`src/rtl/pipe_stage_reg.sv`:
```
// Elastic valid/ready pipeline-stage register carrying a control and a data bundle,
// with an optional two-entry skid buffer, flush-to-bubble and a saturating stall counter.
module pipe_stage_reg #(
    parameter int DATA_W  = 128,
    parameter int CTRL_W  = 8,
    parameter int SKID    = 1,
    parameter int STALL_W = 16
) (
    input  logic               clk,
    input  logic               reset,
    input  logic               flush,
    input  logic               in_valid,
    output logic               in_ready,
    input  logic [CTRL_W-1:0]  in_ctrl,
    input  logic [DATA_W-1:0]  in_data,
    output logic               out_valid,
    input  logic               out_ready,
    output logic [CTRL_W-1:0]  out_ctrl,
    output logic [DATA_W-1:0]  out_data,
    output logic [1:0]         occupancy,
    output logic [STALL_W-1:0] stall_cnt
);

    localparam bit                 HAS_SKID  = (SKID != 0);
    localparam logic [STALL_W-1:0] STALL_MAX = '1;
    localparam logic [STALL_W-1:0] STALL_ONE = {{(STALL_W-1){1'b0}}, 1'b1};

    logic               m_valid_reg, m_valid_next;
    logic [CTRL_W-1:0]  m_ctrl_reg,  m_ctrl_next;
    logic [DATA_W-1:0]  m_data_reg,  m_data_next;
    logic               s_valid_reg, s_valid_next;
    logic [CTRL_W-1:0]  s_ctrl_reg,  s_ctrl_next;
    logic [DATA_W-1:0]  s_data_reg,  s_data_next;
    logic [STALL_W-1:0] stall_cnt_reg, stall_cnt_next;

    logic accept;
    logic deliver;

    // With the skid buffer, ready depends only on held state so out_ready never
    // reaches in_ready; without it, a delivering entry frees the slot in the same cycle.
    generate
        if (HAS_SKID) begin : g_ready_skid
            assign in_ready = ~reset & ~s_valid_reg;
        end else begin : g_ready_direct
            assign in_ready = ~reset & (~m_valid_reg | out_ready);
        end
    endgenerate

    assign accept  = in_valid & in_ready;
    assign deliver = m_valid_reg & out_ready;

    always_comb begin
        m_valid_next = m_valid_reg;
        m_ctrl_next  = m_ctrl_reg;
        m_data_next  = m_data_reg;
        s_valid_next = s_valid_reg;
        s_ctrl_next  = s_ctrl_reg;
        s_data_next  = s_data_reg;

        if (flush) begin
            // Data is left in place; only valid and control are killed.
            m_valid_next = 1'b0;
            s_valid_next = 1'b0;
            m_ctrl_next  = '0;
            s_ctrl_next  = '0;
        end else if (HAS_SKID && deliver && s_valid_reg) begin
            m_valid_next = 1'b1;
            m_ctrl_next  = s_ctrl_reg;
            m_data_next  = s_data_reg;
            s_valid_next = accept;
            if (accept) begin
                s_ctrl_next = in_ctrl;
                s_data_next = in_data;
            end
        end else if (!m_valid_reg || deliver) begin
            m_valid_next = accept;
            if (accept) begin
                m_ctrl_next = in_ctrl;
                m_data_next = in_data;
            end
        end else if (HAS_SKID && accept) begin
            s_valid_next = 1'b1;
            s_ctrl_next  = in_ctrl;
            s_data_next  = in_data;
        end
    end

    always_comb begin
        stall_cnt_next = stall_cnt_reg;
        if (m_valid_reg && !out_ready && (stall_cnt_reg != STALL_MAX)) begin
            stall_cnt_next = stall_cnt_reg + STALL_ONE;
        end
    end

    always_ff @(posedge clk) begin
        if (reset) begin
            m_valid_reg   <= 1'b0;
            m_ctrl_reg    <= '0;
            m_data_reg    <= '0;
            s_valid_reg   <= 1'b0;
            s_ctrl_reg    <= '0;
            s_data_reg    <= '0;
            stall_cnt_reg <= '0;
        end else begin
            m_valid_reg   <= m_valid_next;
            m_ctrl_reg    <= m_ctrl_next;
            m_data_reg    <= m_data_next;
            s_valid_reg   <= s_valid_next;
            s_ctrl_reg    <= s_ctrl_next;
            s_data_reg    <= s_data_next;
            stall_cnt_reg <= stall_cnt_next;
        end
    end

    // A bubble must never present a stale write-enable downstream.
    genvar gi;
    generate
        for (gi = 0; gi < CTRL_W; gi++) begin : g_ctrl_gate
            assign out_ctrl[gi] = m_valid_reg & m_ctrl_reg[gi];
        end
    endgenerate

    assign out_valid = m_valid_reg;
    assign out_data  = m_data_reg;
    assign occupancy = {1'b0, m_valid_reg} + {1'b0, s_valid_reg};
    assign stall_cnt = stall_cnt_reg;

endmodule

```
`config.mk`:
```
export PLATFORM = sky130hd
export DESIGN_NAME = pipe_stage_reg
export DESIGN_NICKNAME = d
export VERILOG_FILES = /design/src/rtl/pipe_stage_reg.sv
export SDC_FILE = /design/constraint.sdc
export NUM_CORES = 1
export LEC_CHECK = 0
export ABC_AREA = 1
export CORE_ASPECT_RATIO = 1.75
export CORE_MARGIN = 1
export CORE_UTILIZATION = 45
export CTS_CLUSTER_DIAMETER = 40
export DETAILED_ROUTE_END_ITERATION = 12
export GPL_TIMING_DRIVEN = 0
export PLACE_DENSITY = 0.77
export SYNTH_ARGS = -nofsm -noshare
export SYNTH_HDL_FRONTEND = slang
export SYNTH_SLANG_ARGS = --single-unit
```
`constraint.sdc`:
```
create_clock -name clk -period 1.4 [get_ports clk]
set_input_delay 0.28 -clock clk [delete_from_list [all_inputs] [get_ports clk]]
set_output_delay 0.28 -clock clk [all_outputs]
set_load 0.05 [all_outputs]
```
# Word level (Yosys, flattened, before mapping)
# Index checks and enable logic that the tools add are counted.
[word_totals] register_bits=290 in_bits=141 output_inout_bits=156 elab_cells=55
[classes] addsub=2 eq_ne=2 mux=17 bitwise=14 n_reduce_logical=13
[ops] operator="128-bit 2-to-1 mux" count=6
[ops] operator="8-bit 2-to-1 mux" count=6
[ops] operator="16-bit by 1-bit adder with 16-bit output, second input constant" count=1
[ops] operator="16-bit != test, second input constant" count=1
[ops] operator="1-bit AND" count=11
[ops] operator="2-bit AND reduction" count=3
[ops] operator="1-bit 2-to-1 mux" count=5
[ops] operator="2-bit nonzero test" count=2
[ops] operator="1-bit logical AND" count=3
[ops] operator="1-bit NOT" count=3
[ops] operator="3-bit AND reduction" count=1
[ops] operator="1-bit by 1-bit adder with 2-bit output" count=1
[ops] operator="1-bit logical NOT" count=2
[ops] operator="2-bit != test, second input constant" count=1
[ops] operator="2-bit OR reduction" count=1
[ops] operator="1-bit logical OR" count=1

# Logic depth before layout (Yosys ltp)
[logic_depth] word_depth=6 ltp_mapped=10 ltp_nobuf=9

# Worst setup path before layout
# Ideal clock, no wire load.
[synth_timing] path_type="register to register" start="register stall_cnt_reg[0], in the netlist stall_cnt[0]" end="register stall_cnt_reg[15], in the netlist stall_cnt[15]" setup_ps=117 t_arrival_ps=1795 required_ps=1283 setup_slack_ps=-512 path_stages_with_launch=10 path_buffers=1 period_less_slack_ps=1912 cell_sequence="dfxtp_1 ha_1 inv_1 nor2_1 nand2_1 nor2_1 nand2_2 buf_2 a21oi_1 nor2_1"
[synth_via] elab_chain_len=2
[synth_rtl] item="start, declared" line="34" source="logic [STALL_W-1:0] stall_cnt_reg, stall_cnt_next;"
[synth_rtl] item="start signal, assigned" line="111" source="stall_cnt_reg <= stall_cnt_next;"
[synth_rtl] item="branches (longest 2 deep; another with 16-bit by 1-bit adder with 16-bit output)"
# Several ways; the timed one is not identified.
# A chain may end at the register's enable or synchronous reset.

# Worst setup path after layout
[layout_timing] start="register m_valid_reg, in the netlist out_valid" end="register s_data_reg[27]"
[layout_via] elab_chain_len=4
[layout_rtl] item="start, declared" line="28" source="logic m_valid_reg, m_valid_next;"
[layout_rtl] item="start signal, assigned" line="105" source="m_valid_reg <= m_valid_next;"
[layout_rtl] item="1-bit AND / 1-bit logical NOT (equally long branches)" line="50, 75"
[layout_rtl] item="1-bit logical AND / 1-bit logical OR (equally long branches)" line="66, 75"
[layout_rtl] item="2-bit != test (no line)"
[layout_rtl] item="2-bit AND reduction (no line)"
[layout_rtl] item="end signal, assigned" line="110" source="s_data_reg <= s_data_next;"
[layout_rtl] item="end, declared" line="33" source="logic [DATA_W-1:0] s_data_reg, s_data_next;"
# Parallel ways exist; a longest one is shown, timed or not.

==> qor.csv <==
metric,value,unit
Tot Pwr,0.02024,W
count of max-cap constraint violations,0,
die area,27500,um^2
antenna violations before repair,2,
CP startpoint kind,register,
Logic pwr share,0.139,
first-pass GRT wire length,63090,um
hold violation total from the final report,0,
number of port buffers,296,
Max rail drop VDD,0.001051,V
CTS Sinks,290,
Critical Path RT,1.79,ns
Worst Path Max Fanout,7,
library cells used by synthesis,26,
Core Footprint,26490,um^2
clock latency on the worst-skew pair,0.53,ns
sequential share of the synthesized area,0.4812,
Hold Path Class,primary input to register,
Final TNS setup,-47.50,ns
root buffer cell,clkbuf_16,
Routed Wire Length,42500,um
"reg-to-reg slack, setup",-0.26,ns
clk buf depth,3,
crit path kind,register to register,
period utilisation layout,1.184,
Final Wtd Congestion,0.8673,
min Tclk post-route,1.657,ns
placed cells,2290,
Area Overhead vs Synth,56.20,%
Vias,12830,
Lkg Pwr,8.028,nW
WL/cell,17.72,um
post-layout net count,2190,
Setup Skew,0.02260,ns
drt initial violations,653,
CTS Buf Count,34,
Setup Viol. Count Final,295,
number of global-route vias before repair,12690,
# H-tree levels,2,
post-DP HPWL,28220,um
hold_buf cts,0,
sequential fraction of design power,0.424,
crit path DAT,2.05,ns
Mapped Nets,1813,
sw frac,0.2686,
CTS tree,done,
Die Span Y,218.6,um
global route total overflow,0,
fin. max-slew vios,0,
power per cell area,1074,nW/um^2
RSZ-0062 raised after global routing,true,
gr usage total,0.2881,
Clock Power Share,0.438,
synth warn,0,
FP Rows,79,
pre-CTS worst setup slack,-1.374,ns
io pins,297,
Worst-path clk slew,0.06,ns
Setup crit end kind,register,
post-route ant nets,0,
final std cells w/o fill,2398,
"Cell Area, Synth",12070,um^2
final worst-path setup slack,-0.2575,ns
post-synthesis register bit count,290,
DRC viols,0,
slew margin rel.,0.5045,
internal power,0.01480,W
Max Clk Rate,0.6033,GHz
share of post-route cells with drive strength above 1,0.3161,
largest net degree at the start of global routing,14,
via/cell ratio,5.349,
die width,125.8,um
Syn Inst Count,1670,
failing checks,setup timing,
Fill cells,2023,
P_sw,0.005437,W
DRT Pass-1 Iters,5,
Least-Margin Pin Slew,0.7432,ns
final hold slack,0.3132,ns
"Avg Cell Area, Syn",7.225,um^2
starting density of the core,0.4555,
status,"finished, violations left",
## per-stage QoR
stage,instance area [um^2],utilization
finish,18850,0.7114
CTS,17630,0.6655
floorplan,12230,-
global route,18850,0.7114
detailed placement,15600,0.5889
global placement,15600,0.5889
## power groups by stage
stage | Sequential, W | Combinational, W | Clock (W)
after floorplan | 0.00939 | 0.000718 | 0
after global placement | 0.00874 | 0.00244 | 0
after detailed placement | 0.00875 | 0.00246 | 0
after CTS | 0.00857 | 0.00260 | 0.00895
after global routing | 0.00859 | 0.00297 | 0.00929
final | 0.00858 | 0.00281 | 0.00886
## cells in the mapped netlist
| library cell | number | area, um^2 |
|---|---|---|
| buf_2 | 43 | 215.2 |
| buf_8 | 1 | 15.01 |
| nor2_1 | 315 | 1182 |
| a21oi_1 | 158 | 790.8 |
| nand4_1 | 2 | 12.51 |
| buf_6 | 24 | 270.3 |
| ha_1 | 2 | 25.02 |
| buf_4 | 4 | 30.03 |
| nand3_1 | 22 | 110.1 |
| nand2_1 | 188 | 705.7 |
| nand3_4 | 1 | 17.52 |
| o21ai_0 | 278 | 1391 |
| and3_1 | 1 | 6.260 |
| a21oi_4 | 1 | 16.27 |
| nor3_1 | 3 | 15.01 |
| clkinv_1 | 1 | 3.750 |
| nand2_4 | 2 | 22.52 |
| nor2_2 | 1 | 6.260 |
| inv_1 | 161 | 604.3 |
| buf_1 | 1 | 3.750 |
| nand2_2 | 3 | 18.77 |
| dfxtp_1 | 290 | 5806 |
| nor2_8 | 1 | 20.02 |
| o21ai_1 | 120 | 600.6 |
| inv_2 | 1 | 3.750 |
| clkbuf_1 | 46 | 172.7 |
## cells in the final DEF (no fill, tap or decap), types with 52 or more instances in the layout
cell	netlist	routed
nor2_2	1	56
clkdlybuf4s50_1	0	139
nand2_1	188	173
buf_6	24	52
a21oi_1	158	129
inv_1	161	153
dfxtp_1	290	270
buf_4	4	138
o21ai_2	0	114
nor2_1	315	229
o21ai_0	278	120
o21ai_1	120	158
## path summary, 6_finish.rpt
check | end | start | depth (start not counted)
max | s_data_reg[27] | out_valid | 8
min | stall_cnt[12] | reset | 2
max reg2reg | s_data_reg[27] | out_valid | 8
min reg2reg | s_data_reg[78] | s_data_reg[78] | 2
## critical path, cell delays in order, from the launching register on
cell       delay (ns)
dfxtp_4          0.39
buf_8            0.13
nand3_4          0.11
a21oi_4          0.18
nand2_4          0.15
clkbuf_16        0.23
buf_12           0.15
o21ai_2          0.13
a21oi_1          0.07
## timing repair
item / in CTS / in global routing
setup endpoints to repair: 444 / 327
gates resized for setup: 1274 / 291
endpoints found under the hold margin: 0 / 0
gates cloned: 8 / 13
pin swaps: 16 / 35
setup buffers: 19 / 10
## routing by layer
metal	track usage	up-vias	wire, um
met5	0	-	0
met4	0.1667	0	2258
met3	0.05753	145	2503
met2	0.5565	462	23110
met1	0.2808	6061	14630
li1	-	6159	-
## kinds of logic after synthesis
group / count (synthesis) / share of synthesized area
adders and majority gates: 2 / 0.002074
buffers and inverters: 282 / 0.1093
AOI/OAI and AO/OA: 557 / 0.2320
DFF: 290 / 0.4812
and+or+nand+nor: 539 / 0.1755
## cell type report
class / count / area, um^2 / share of cell area
diodes: 2 / 5.005 / 0.0002656
plain buffers: 117 / 1247 / 0.06619
clock buffers: 47 / 1003 / 0.05325
clock inverters: 14 / 117.6 / 0.006241
inverters: 163 / 629.4 / 0.03340
multi-input cells: 1098 / 6112 / 0.3243
flip-flops and latches: 290 / 5863 / 0.3111
well taps: 324 / 405.4 / 0.02151
repair buffers: 343 / 3462 / 0.1837
(Power assumes the default switching activity.)
